File: src/rtl/aes_round_ctrl.sv
// ---------------------------------------------------------------------------
// aes_round_ctrl
//
// Control FSM for an iterative AES-128 encryption datapath. It sequences the
// initial AddRoundKey (LOAD) followed by NUM_ROUNDS rounds. Each round may be
// stretched by SBOX_LAT wait cycles to cover S-box latency. The controller
// never touches data. It only issues the load/capture strobes, the round
// index, the key-schedule round constant and the final-round MixColumns
// bypass to the state and key registers that sit beside it.
//
// Ports
//   clk_i         clock
//   rst_ni        asynchronous active-low reset
//   start_i       request valid: plaintext and key present on datapath inputs
//   ready_o       controller can accept a request (IDLE only)
//   flush_i       synchronous abort, returns to IDLE without producing done_o
//   load_o        datapath loads state <= plaintext ^ key, key_reg <= key
//   state_en_o    state and key registers capture this round's result
//   round_o       current round index (0 = initial AddRoundKey)
//   rcon_o        round constant for key expansion of round_o
//   mix_bypass_o  skip MixColumns (final round)
//   busy_o        operation in progress (LOAD/ROUND/DONE)
//   done_o        ciphertext valid on the state register
//   out_ready_i   consumer accepts the ciphertext
//
// Every output is decoded from registered state, round and wait-counter
// values, so there are no combinational input-to-output paths.
// NUM_ROUNDS must be 10 and SBOX_LAT must lie in 0..3.
// ---------------------------------------------------------------------------
module aes_round_ctrl #(
    parameter int unsigned NUM_ROUNDS = 10,
    parameter int unsigned SBOX_LAT   = 0
) (
    input  logic       clk_i,
    input  logic       rst_ni,
    input  logic       start_i,
    output logic       ready_o,
    input  logic       flush_i,
    output logic       load_o,
    output logic       state_en_o,
    output logic [3:0] round_o,
    output logic [7:0] rcon_o,
    output logic       mix_bypass_o,
    output logic       busy_o,
    output logic       done_o,
    input  logic       out_ready_i
);

    localparam logic [3:0] LastRound = 4'(NUM_ROUNDS);
    localparam logic [1:0] LatMax    = 2'(SBOX_LAT);

    typedef enum logic [1:0] {
        StIdle,
        StLoad,
        StRound,
        StDone
    } state_e;

    state_e     r_state;
    state_e     w_state_d;
    logic [3:0] r_round;
    logic [3:0] w_round_d;
    logic [1:0] r_cnt;
    logic [1:0] w_cnt_d;

    // High on the last cycle of a round, when the round result is captured.
    logic       w_round_last;

    // Key-schedule round constants for rounds 1..10; zero elsewhere.
    function automatic logic [7:0] rcon_lut(input logic [3:0] rnd);
        logic [7:0] val;
        case (rnd)
            4'd1:    val = 8'h01;
            4'd2:    val = 8'h02;
            4'd3:    val = 8'h04;
            4'd4:    val = 8'h08;
            4'd5:    val = 8'h10;
            4'd6:    val = 8'h20;
            4'd7:    val = 8'h40;
            4'd8:    val = 8'h80;
            4'd9:    val = 8'h1b;
            4'd10:   val = 8'h36;
            default: val = 8'h00;
        endcase
        return val;
    endfunction

    assign w_round_last = (r_state == StRound) && (r_cnt == LatMax);

    // ------------------------------------------------------------------
    // State, round and wait-counter registers
    // ------------------------------------------------------------------
    always_ff @(posedge clk_i or negedge rst_ni) begin
        if (!rst_ni) begin
            r_state <= StIdle;
            r_round <= 4'd0;
            r_cnt   <= 2'd0;
        end else begin
            r_state <= w_state_d;
            r_round <= w_round_d;
            r_cnt   <= w_cnt_d;
        end
    end

    // ------------------------------------------------------------------
    // Next-state logic
    // ------------------------------------------------------------------
    always_comb begin
        w_state_d = r_state;
        w_round_d = r_round;
        w_cnt_d   = r_cnt;

        unique case (r_state)
            StIdle: begin
                // Flush wins over a simultaneous start.
                if (start_i && !flush_i) begin
                    w_state_d = StLoad;
                    w_round_d = 4'd0;
                    w_cnt_d   = 2'd0;
                end
            end

            StLoad: begin
                if (flush_i) begin
                    w_state_d = StIdle;
                    w_round_d = 4'd0;
                    w_cnt_d   = 2'd0;
                end else begin
                    w_state_d = StRound;
                    w_round_d = 4'd1;
                    w_cnt_d   = 2'd0;
                end
            end

            StRound: begin
                if (flush_i) begin
                    w_state_d = StIdle;
                    w_round_d = 4'd0;
                    w_cnt_d   = 2'd0;
                end else if (w_round_last) begin
                    w_cnt_d = 2'd0;
                    if (r_round < LastRound) begin
                        w_round_d = r_round + 4'd1;
                    end else begin
                        // Round index is cleared so it never lingers past the
                        // final round.
                        w_state_d = StDone;
                        w_round_d = 4'd0;
                    end
                end else begin
                    w_cnt_d = r_cnt + 2'd1;
                end
            end

            StDone: begin
                // Ciphertext is held until the consumer takes it.
                if (flush_i || out_ready_i) begin
                    w_state_d = StIdle;
                    w_round_d = 4'd0;
                    w_cnt_d   = 2'd0;
                end
            end

            default: begin
                w_state_d = StIdle;
                w_round_d = 4'd0;
                w_cnt_d   = 2'd0;
            end
        endcase
    end

    // ------------------------------------------------------------------
    // Output decode (registered values only)
    // ------------------------------------------------------------------
    always_comb begin
        ready_o      = 1'b0;
        load_o       = 1'b0;
        state_en_o   = 1'b0;
        round_o      = 4'd0;
        rcon_o       = 8'h00;
        mix_bypass_o = 1'b0;
        busy_o       = 1'b1;
        done_o       = 1'b0;

        unique case (r_state)
            StIdle: begin
                ready_o = 1'b1;
                busy_o  = 1'b0;
            end
            StLoad: begin
                load_o = 1'b1;
            end
            StRound: begin
                round_o      = r_round;
                rcon_o       = rcon_lut(r_round);
                mix_bypass_o = (r_round == LastRound);
                state_en_o   = w_round_last;
            end
            StDone: begin
                done_o = 1'b1;
            end
            default: begin
                busy_o = 1'b0;
            end
        endcase
    end

endmodule

File: config.mk
export PLATFORM = sky130hd
export DESIGN_NAME = aes_round_ctrl
export DESIGN_NICKNAME = d
export VERILOG_FILES = /design/src/rtl/aes_round_ctrl.sv
export SDC_FILE = /design/constraint.sdc
export NUM_CORES = 1
export LEC_CHECK = 0
export ABC_AREA = 0
export BUFFER_PORTS_ARGS = -buffer_cell sky130_fd_sc_hd__buf_4
export CORE_MARGIN = 8
export CORE_UTILIZATION = 50
export DETAILED_ROUTE_END_ITERATION = 10
export PLACE_DENSITY = 0.77
export REMOVE_ABC_BUFFERS = 1
export SKIP_LAST_GASP = 1
export SYNTH_ARGS = -nofsm -noshare
export SYNTH_HDL_FRONTEND = slang
export SYNTH_SLANG_ARGS = --single-unit
File: constraint.sdc
create_clock -name clk_i -period 4.05 [get_ports clk_i]
set_clock_uncertainty 0.15 [all_clocks]
set_input_delay 0.405 -clock clk_i [delete_from_list [all_inputs] [get_ports clk_i]]
set_output_delay 0.405 -clock clk_i [all_outputs]
set_load 0.01 [all_outputs]
==> results.md <==
- Type of element capturing the critical path: output port
- Status: completed
- Post-Syn Area per Cell: 10.03 sq um
- Total power per unit cell area: 377.8 mW/mm^2
- Remaining DRCs: 0
- Cell-by-cell trace of the critical path: inv_1, ha_1, mux2_2, and3_1, buf_4
- Placer congestion estimate: 0.8136
- Post-Route WL: 1845 microns
- Total global routing track utilization: 11.91%
- Required time of the critical path: 3.49 ns
- Root cell of the clock tree: clkbuf_4
- Final hold vios: 0
- Die area: 0.003170 sq mm
- Detail-routed via count per cell: 5.620
- Max-cap viol count: 0
- Total of flip-flops plus latches after synthesis: 8
- Leakage dissipation: 0.5499 nW
- Number of sinks handled by clock tree synthesis: 8
- Clock tree buffer depth: 2
- Internal power component: 233.4 uW
- TritonCTS clock tree: done
- Maximum ir drop on the vdd rail: 304.4 uV
- Antenna violations before repair: 0
- Signal arrival time at the worst endpoint: 1.74 ns
- Worst Hold Class: in2async
- Area added between synthesis and finish: 24.96%
- Final-stage net count: 124
- Number of distinct library cells after synthesis: 33
- Level count of the clock H-tree: 1
- Die X: 56.30 microns
- Aggregate negative setup slack: 0 ns
- CP max FO: 8
- Pins Over Slew Limit: 0
- Top achievable clock speed: 436.2 MHz
- Portion of the post-synthesis area used by sequential elements: 24.65%
- Vias in the first global route: 647
- DRT antenna net count: 0
- Hold-fix buffers at CTS: 1
- Switching part of the total: 39.13%
- Number of DRC markers in iteration 0: 9
- Wire length of the first global-routing pass: 3077 microns
- HPWL after detailed placement: 1535 microns
- Cells after Synth: 81
- Worst-margin pin slew: 0.4626 ns
- Ys flop type: dfrtp_1
- Share of flip-flops with an asynchronous set or reset after synthesis: 100.0%
- Fraction of final layout cells sized beyond drive strength 1: 33.33%
- Worst Hold Slack: 0.3509 ns
- Clock-pin transition on the worst setup and hold timing paths: 0.05 ns
- Clock network fraction of total power: 15.2%
- Synth Warn #: 0
- DIE HEIGHT: 56.30 microns
- Final worst-path cycle share: 56.61%
- Number of enable-type register cells in the synthesized netlist: 0
- Port Buffers: 22
- First-pass detailed-route iteration total: 4
- Total vias in the final route: 680
- Worst-Skew Late Latency: 0.25 ns
- Number of buffer and inverter stages on the critical path: 2
- # diodes: 0
- TritonCTS Buffers: 3
- Cell class contributing the biggest share of worst-path delay: flip-flops
- Routed wirelength normalized by instance count: 15.25 microns
- Number of rows in the core area: 14
- Number of top-level pins: 23
- Post-CTS sizing: 0
- CORE AREA: 0.001524 sq mm
- Worst setup path class: reg2out
- Share of power burned in registers: 26.8%
- Global route overflow: 0
- Largest incremental delay on the critical path: 0.46 ns
- Initial Util: 53.28%
- Critical Path Start Type: register
- Reported net switching power: 150.0 uW
- Number of setup violations in the final report: 0
- Cell area after technology mapping: 812.0 sq um
- Number of buffers added for setup after CTS: 0
- Combinational group share of total power: 58.0%
- RSZ-0062 raised after global routing: false
- Maximum number of pins on one net before global-route repair: 17
- Worst slew margin: 69.02%
- Minimum period implied by the final worst setup slack: 2.293 ns
- Library cell contributing the largest single delay on the critical path: dfrtp_1
==> worst paths after layout <==
| check | from | to | slack, ns | cells past startpoint |
|---|---|---|---|---|
| worst min-delay path | rst_ni | r_cnt[1]$_DFFE_PN0P_ | 0.35 | 2 |
| worst min register to register | r_cnt[0]$_DFFE_PN0P_ | r_cnt[0]$_DFFE_PN0P_ | 0.36 | 1 |
| worst max-delay path | r_round[1]$_DFFE_PN0P_ | rcon_o[1] | 1.76 | 5 |
| min in group clk_i | r_cnt[0]$_DFFE_PN0P_ | r_cnt[0]$_DFFE_PN0P_ | 0.36 | 1 |
| worst max register to register | r_state[0]$_DFFE_PN0P_ | r_state[0]$_DFFE_PN0P_ | 2.04 | 5 |
| max in group asynchronous | rst_ni | r_round[0]$_DFFE_PN0P_ | 3.27 | 2 |
==> power groups by stage <==
stage               registers, mW  clock network, mW  logic, mW
global route                0.104             0.0677      0.242
CTS                         0.102             0.0628      0.223
finish                      0.103             0.0582      0.223
global placement            0.103                  0      0.217
detailed placement          0.104                  0      0.222
floorplan                   0.101                  0      0.155
==> through the flow <==
step                      util, %  setup WS (ns)  cells  area [sq um]  total power [mW]
final                       66.58          1.757    121          1015            0.3834
after CTS                   66.58          1.738    121          1015            0.3883
after floorplan                 -          2.257     79         797.0            0.2554
after detailed placement    64.45          2.022    117         982.2            0.3258
after global placement      64.45          2.017    117         982.2            0.3201
after global routing        66.58          1.647    121          1015            0.4139
==> final cells by class <==
class | instances | area (sq um)
Tap cell | 16 | 20.02
Inverter | 10 | 37.54
Multi-Input combinational cell | 61 | 559.3
Timing Repair Buffer | 23 | 175.2
Fill cell | 143 | 509.2
Clock buffer | 3 | 22.52
Sequential cell | 8 | 200.2
==> synth_stat cells (3+ instances only) <==
library cell  number  area share, %
ha_1              12             18
inv_1             10            4.6
dfrtp_1            8             25
and3_1             6            4.6
and2_1             5            3.9
mux2i_1            5            6.2
nor2b_1            5            3.9
a22oi_1            3            2.8
o21ai_0            3            1.8
==> state kept, by name, indices dropped and copies added, names as in the netlist <==
signal   count
r_cnt        2
r_round      4
r_state      2
==> kinds of logic after synthesis <==
group | share of synthesized area [%]
adders and majority gates | 18.49
and+or+nand+nor | 22.96
muxes | 9.399
DFF | 24.65
buffers and inverters | 6.471
AOI/OAI and AO/OA | 18.03
==> layout by cell type, fill, tap and decap left out, drive strengths merged <==
cell type / netlist / final
dlygate4sd3: 0 / 1
nand2: 1 / 1
o22ai: 1 / 1
a22oi: 3 / 3
nand4b: 1 / 1
and2: 5 / 5
a221oi: 3 / 3
buf: 1 / 22
o32a: 1 / 1
o211ai: 1 / 1
a21o: 1 / 1
dfrtp: 8 / 8
inv: 10 / 10
nand3: 1 / 1
o21ai: 3 / 3
a41oi: 1 / 1
clkbuf: 1 / 3
o211a: 1 / 1
nand2b: 1 / 1
nor2: 1 / 1
nor2b: 6 / 6
a21oi: 1 / 1
mux2i: 5 / 5
and3b: 1 / 1
and3: 7 / 7
nor3b: 1 / 1
nand4: 1 / 1
ha: 12 / 12
mux2: 2 / 2
==> metal layers <==
metal	track usage [%]	share of wire, %	wire length, microns
met1	14.19	44	810
met3	4.270	6.7	124
met2	17.75	47	871
met5	0	0	0
met4	7.216	2.1	39
(Power assumes the default switching activity.)
